===== src/rtl/axis_pkt_fifo.sv =====
// AXI-Stream FIFO with registered master outputs, fill-level and packet counters, and an
// optional store-and-forward mode that falls back to cut-through for packets larger than DEPTH.
module axis_pkt_fifo #(
    parameter int DATA_WIDTH  = 64,
    parameter int USER_WIDTH  = 128,
    parameter int DEPTH       = 16,
    parameter int PACKET_MODE = 0
) (
    input  logic                         aclk,
    input  logic                         areset,
    input  logic [DATA_WIDTH-1:0]        s_tdata,
    input  logic [DATA_WIDTH/8-1:0]      s_tkeep,
    input  logic [USER_WIDTH-1:0]        s_tuser,
    input  logic                         s_tlast,
    input  logic                         s_tvalid,
    output logic                         s_tready,
    output logic [DATA_WIDTH-1:0]        m_tdata,
    output logic [DATA_WIDTH/8-1:0]      m_tkeep,
    output logic [USER_WIDTH-1:0]        m_tuser,
    output logic                         m_tlast,
    output logic                         m_tvalid,
    input  logic                         m_tready,
    output logic [$clog2(DEPTH+1)-1:0]   fill_level,
    output logic [$clog2(DEPTH+1)-1:0]   pkt_count,
    output logic                         oversize
);

    localparam int AW = $clog2(DEPTH);
    localparam int PW = AW + 1;
    localparam int CW = $clog2(DEPTH + 1);
    localparam int EW = DATA_WIDTH + DATA_WIDTH/8 + USER_WIDTH + 1;

    localparam logic [CW-1:0] CNT_ZERO = {CW{1'b0}};
    localparam logic [CW-1:0] CNT_ONE  = {{(CW-1){1'b0}}, 1'b1};

    logic [EW-1:0]  mem_r [DEPTH];
    logic [PW-1:0]  wr_ptr_r;
    logic [PW-1:0]  rd_ptr_r;
    logic [CW-1:0]  fill_level_r;
    logic [CW-1:0]  pkt_count_r;
    logic           release_r;
    logic           oversize_r;
    logic           s_tready_r;
    logic           m_tvalid_r;
    logic [EW-1:0]  m_beat_r;

    logic           wr_s;
    logic           rd_s;
    logic [PW-1:0]  wr_ptr_nxt_s;
    logic [PW-1:0]  rd_ptr_nxt_s;
    logic [PW-1:0]  fill_nxt_s;
    logic           empty_nxt_s;
    logic           full_nxt_s;
    logic           pkt_inc_s;
    logic           pkt_dec_s;
    logic [CW-1:0]  pkt_nxt_s;
    logic           release_nxt_s;
    logic           set_release_s;
    logic           m_tvalid_nxt_s;
    logic           head_new_s;
    logic [EW-1:0]  s_beat_s;
    logic [EW-1:0]  head_s;

    assign s_beat_s = {s_tdata, s_tkeep, s_tuser, s_tlast};

    // Handshakes, next pointers and occupancy flags
    always_comb begin
        wr_s         = s_tvalid & s_tready_r;
        rd_s         = m_tvalid_r & m_tready;
        wr_ptr_nxt_s = wr_ptr_r + {{AW{1'b0}}, wr_s};
        rd_ptr_nxt_s = rd_ptr_r + {{AW{1'b0}}, rd_s};
        fill_nxt_s   = wr_ptr_nxt_s - rd_ptr_nxt_s;
        empty_nxt_s  = (wr_ptr_nxt_s == rd_ptr_nxt_s);
        full_nxt_s   = (wr_ptr_nxt_s[AW-1:0] == rd_ptr_nxt_s[AW-1:0]) &&
                       (wr_ptr_nxt_s[AW] != rd_ptr_nxt_s[AW]);
    end

    // Complete-packet counter: a written tlast adds one, a read tlast removes one
    always_comb begin
        pkt_inc_s = wr_s & s_tlast;
        pkt_dec_s = rd_s & m_tlast;
        case ({pkt_inc_s, pkt_dec_s})
            2'b10:   pkt_nxt_s = pkt_count_r + CNT_ONE;
            2'b01:   pkt_nxt_s = pkt_count_r - CNT_ONE;
            default: pkt_nxt_s = pkt_count_r;
        endcase
    end

    // Oversize release: a full FIFO holding no tlast can never complete its packet
    always_comb begin
        release_nxt_s = 1'b0;
        set_release_s = 1'b0;
        if (PACKET_MODE != 32'sd0) begin
            if (release_r) begin
                if (rd_s && m_tlast) begin
                    release_nxt_s = 1'b0;
                end else begin
                    release_nxt_s = 1'b1;
                end
            end else if (full_nxt_s && (pkt_nxt_s == CNT_ZERO)) begin
                release_nxt_s = 1'b1;
                set_release_s = 1'b1;
            end else begin
                release_nxt_s = 1'b0;
            end
        end else begin
            release_nxt_s = 1'b0;
        end
    end

    // Output-valid policy for the next cycle
    always_comb begin
        m_tvalid_nxt_s = 1'b0;
        if (empty_nxt_s) begin
            m_tvalid_nxt_s = 1'b0;
        end else if (PACKET_MODE == 32'sd0) begin
            m_tvalid_nxt_s = 1'b1;
        end else begin
            m_tvalid_nxt_s = (pkt_nxt_s != CNT_ZERO) || release_nxt_s;
        end
    end

    // Next head beat; a beat written into an empty FIFO is taken straight from the slave port
    always_comb begin
        head_new_s = wr_s && (wr_ptr_r == rd_ptr_nxt_s);
        if (head_new_s) begin
            head_s = s_beat_s;
        end else begin
            head_s = mem_r[rd_ptr_nxt_s[AW-1:0]];
        end
    end

    // Storage array write port
    always_ff @(posedge aclk) begin
        if (wr_s) begin
            mem_r[wr_ptr_r[AW-1:0]] <= s_beat_s;
        end
    end

    // Pointers, counters, release flag and registered port outputs
    always_ff @(posedge aclk or posedge areset) begin
        if (areset) begin
            wr_ptr_r     <= {PW{1'b0}};
            rd_ptr_r     <= {PW{1'b0}};
            fill_level_r <= CNT_ZERO;
            pkt_count_r  <= CNT_ZERO;
            release_r    <= 1'b0;
            oversize_r   <= 1'b0;
            s_tready_r   <= 1'b0;
            m_tvalid_r   <= 1'b0;
            m_beat_r     <= {EW{1'b0}};
        end else begin
            wr_ptr_r     <= wr_ptr_nxt_s;
            rd_ptr_r     <= rd_ptr_nxt_s;
            fill_level_r <= fill_nxt_s;
            pkt_count_r  <= pkt_nxt_s;
            release_r    <= release_nxt_s;
            oversize_r   <= set_release_s;
            s_tready_r   <= !full_nxt_s;
            m_tvalid_r   <= m_tvalid_nxt_s;
            // The head slot is never overwritten while occupied, so a stalled beat stays stable
            if (!empty_nxt_s) begin
                m_beat_r <= head_s;
            end
        end
    end

    assign s_tready   = s_tready_r;
    assign m_tvalid   = m_tvalid_r;
    assign {m_tdata, m_tkeep, m_tuser, m_tlast} = m_beat_r;
    assign fill_level = fill_level_r;
    assign pkt_count  = pkt_count_r;
    assign oversize   = oversize_r;

endmodule


===== config.mk =====
export PLATFORM = sky130hd
export DESIGN_NAME = axis_pkt_fifo
export DESIGN_NICKNAME = d
export VERILOG_FILES = /design/src/rtl/axis_pkt_fifo.sv
export SDC_FILE = /design/constraint.sdc
export NUM_CORES = 2
export LEC_CHECK = 0
export CAP_MARGIN = 10
export CORE_MARGIN = 1.5
export CORE_UTILIZATION = 30
export DETAILED_ROUTE_END_ITERATION = 16
export PLACE_DENSITY = 0.51
export SYNTH_ARGS = -nofsm -noshare
export SYNTH_HDL_FRONTEND = slang
export SYNTH_SLANG_ARGS = --single-unit

===== constraint.sdc =====
create_clock -name aclk -period 18.4 [get_ports aclk]
set_clock_uncertainty 0.05 [all_clocks]
set_input_delay 4.6 -clock aclk [delete_from_list [all_inputs] [get_ports aclk]]
set_output_delay 4.6 -clock aclk [all_outputs]
set_load 0.01 [all_outputs]

==> flow_summary.json <==
{
  "fin_crit_ns": 10.06,
  "num-fill-cells": 40578,
  "maxSlewHeadroom_pct": 21.9,
  "htreeDepth": 5,
  "rsz0062_at_grt": "false",
  "synth_fa_ha_area_share_pct": 0.150,
  "synth-simple-area-share_pct": 0.158,
  "tightest_slew_ns": 1.17,
  "synthMuxAreaShare_pct": 21.5,
  "clkLatencyLatePin_ns": 0.98,
  "synth_xor_area_share_pct": 0.165,
  "syn_nets": 5870,
  "crit_path_start": "m_tready",
  "utilization_pct": 35.4,
  "drt_iter0_drc": 4789,
  "power.leakage_nw": 50.6,
  "via_count": 60110,
  "critPathCapture": "m_beat_r[79]",
  "clockBufferDepth": 4,
  "pwr-share-comb_pct": 39.6,
  "critical_path_class": "input port to flop",
  "synth.area.top_cells": "edfxtp_1 (73%), mux4_2 (14%), mux2i_1 (4.5%), dfrtp_1 (4.2%), mux2_2 (3.4%)",
  "r2r_end": "m_beat_r[79]",
  "seq_power_share_pct": 34.9,
  "routed_wl_mm": 336,
  "wl_per_cell_um": 26.9,
  "switching_share_pct": 31.8,
  "grt_pass1_vias": 64774,
  "drive_gt1_share_pct": 28.5,
  "nets": 6507,
  "cts_resized": 0,
  "gp_congestion": 0.692,
  "port_buffers": 417,
  "synth.top_cell.area_share_pct": 72.5,
  "cts_tree": "yes",
  "synth-async-reset-ratio_pct": 6.48,
  "place_ws_ns": 7.25,
  "ys.flop_type": "edfxtp_1",
  "hold-worst-slack_ns": 0.421,
  "cp-start-kind": "input port",
  "endpoint_kind": "flop",
  "grt_overflow_total": 0,
  "reg2reg_depth": 11,
  "max_freq_mhz": 99.4,
  "drt_pass1_iterations": 5,
  "hold_path.class": "flop to flop",
  "grt_pass1_wl_mm": 478,
  "fin_setup_tns_ns": 0,
  "reg2reg_slack_ns": 11.99,
  "dp_hpwl_mm": 173,
  "antenna_found_initial": 94,
  "clock-sinks": 3439,
  "intPower_mw": 19.6,
  "synth-edff-count": 3216,
  "grt_max_degree": 132,
  "synth.distinct_cells": 35,
  "synth-compound-area-share_pct": 0.0376,
  "drc_errors": 0,
  "p_sw_mw": 9.11,
  "p_clk_share_pct": 25.5,
  "hold_viol": 0,
  "placementRows": 244,
  "grt.total_usage_pct": 14.8,
  "clock-root-buffer": "clkbuf_16",
  "r2r-start": "m_tvalid",
  "avgSynthCellArea_um2": 23.6,
  "worst_ir_drop_vdd_mv": 0.205,
  "cts_buffers": 373,
  "synthCells": 5651,
  "final_area_um2": 157000,
  "required_ns": 19.16,
  "arrival_ns": 10.82,
  "die-area_um2": 448000,
  "start_util_pct": 30.1,
  "cts_hold_buf": 0,
  "post-route-period-util_pct": 54.7,
  "total_power_mw": 28.7,
  "yosys_warnings": 0,
  "area_growth_pct": 17.6,
  "clk_pin_slew_ns": 0.06,
  "power.density_nw_per_um2": 183,
  "io_pins": 419,
  "coreArea_um2": 442000,
  "placed_cells": 11817,
  "synth_most_common_cell": "edfxtp_1",
  "post-synth-top-area-cell": "edfxtp_1",
  "drv_cap": 0,
  "dieHeight_um": 669,
  "fin_cells": 12528,
  "place_area_um2": 145000,
  "worst-path-max-fanout": 99,
  "die_x_um": 669,
  "viasPerCell": 4.80,
  "status": "finished, final reports clean",
  "final_antenna_net_count": 0,
  "syn_area_um2": 133000,
  "ys_seq_elements": 3439,
  "setup_ws_ns": 8.34,
  "netlist_top_cells_count": "edfxtp_1 (3216), mux4_2 (804), mux2i_1 (604), mux2_2 (402), dfrtp_1 (223)",
  "setup_viol": 0,
  "drv_slew": 0,
  "post_cts_buffers": 0,
  "seq_area_frac_synth_pct": 76.7,
  "synth_top_family_by_area": "multiplexers"
}
## logic make-up (layout without fill, tap and decap cells)
kind of cell,count (synthesis),after routing
adder cells (fa/ha/maj),15,15
AO/OA/AOI/OAI,9,9
buffers and inverters,312,1261
XOR/XNOR,20,20
flip-flops,3439,3439
other,1,25
AND/OR/NAND/NOR,45,45
multiplexers,1810,1810
## critical path, stage by stage
cell	delay [ns]
clkdlybuf4s50_1	0.47
and2_1	0.43
ha_4	0.48
buf_12	0.66
buf_4	0.78
buf_12	0.69
buf_4	0.87
mux4_2	0.61
mux2i_1	0.17
mux2i_1	0.10
mux2_2	0.29
mux2_2	0.26
## flip-flops by register name, indices dropped and copies added, names as in the netlist
name        flops
pkt_count       5
fill_level      5
wr_ptr_r        5
s_tready        1
m_beat_r      201
m_tvalid        1
rd_ptr_r        5
mem_r        3216
## power by group through the flow
stage,sequential [mW],combinational (mW),clock [mW]
6_report,10.0,11.4,7.30
2_1_floorplan,10.4,8.17,0
3_3_place_gp,10.2,11.6,0
5_1_grt,10.1,12.3,7.79
3_5_place_dp,10.2,11.7,0
4_1_cts,10.0,11.7,7.51
## worst min-delay path by stage
stage                            start            to  slack, ns  depth (start not counted)
after floorplan            wr_ptr_r[0]   wr_ptr_r[0]       0.45                          1
after global placement    pkt_count[4]  pkt_count[4]       0.41                          1
after detailed placement  pkt_count[4]  pkt_count[4]       0.41                          1
after CTS                 pkt_count[4]  pkt_count[4]       0.42                          1
after global routing      pkt_count[4]  pkt_count[4]       0.45                          1
final                     pkt_count[4]  pkt_count[4]       0.42                          1
## final cells by class
type                    count  area, um2  area share (%)
inverters                  16       75.1          0.0480
well taps                5904       7390            4.72
flip-flops and latches   3439     102000            65.3
clock buffers             486       9940            6.35
multi-input cells        1900      29500            18.9
diodes                     24       60.1          0.0384
clock inverters           201       1960            1.25
repair buffers            558       5430            3.47
## per-layer routing
metal,share of wire [%],track usage [%]
met1,43,19.6
met2,50,25.0
met3,5.1,2.89
met4,2.1,3.39
met5,0.095,0
## layout by cell type (no fill, tap or decap), drive strengths merged
| cell | instances |
|---|---|
| a21o | 2 |
| mux2i | 604 |
| maj3 | 1 |
| nand3b | 1 |
| or3 | 1 |
| and3 | 2 |
| bufinv | 27 |
| xor3 | 2 |
| clkinvlp | 7 |
| and2 | 1 |
| mux2 | 402 |
| edfxtp | 3216 |
| clkbuf | 486 |
| fa | 2 |
| conb | 1 |
| nand3 | 6 |
| nor2 | 15 |
| o21ai | 4 |
| nand4 | 1 |
| ha | 12 |
| dfrtp | 223 |
| xnor2 | 8 |
| diode | 24 |
| nor3 | 6 |
| mux4 | 804 |
| a21oi | 3 |
| nand2b | 3 |
| clkinv | 146 |
| nor2b | 1 |
| nand2 | 8 |
| inv | 37 |
| buf | 141 |
| clkdlybuf4s50 | 417 |
| xor2 | 10 |
No activity file was read; power rests on OpenSTA's default activity.
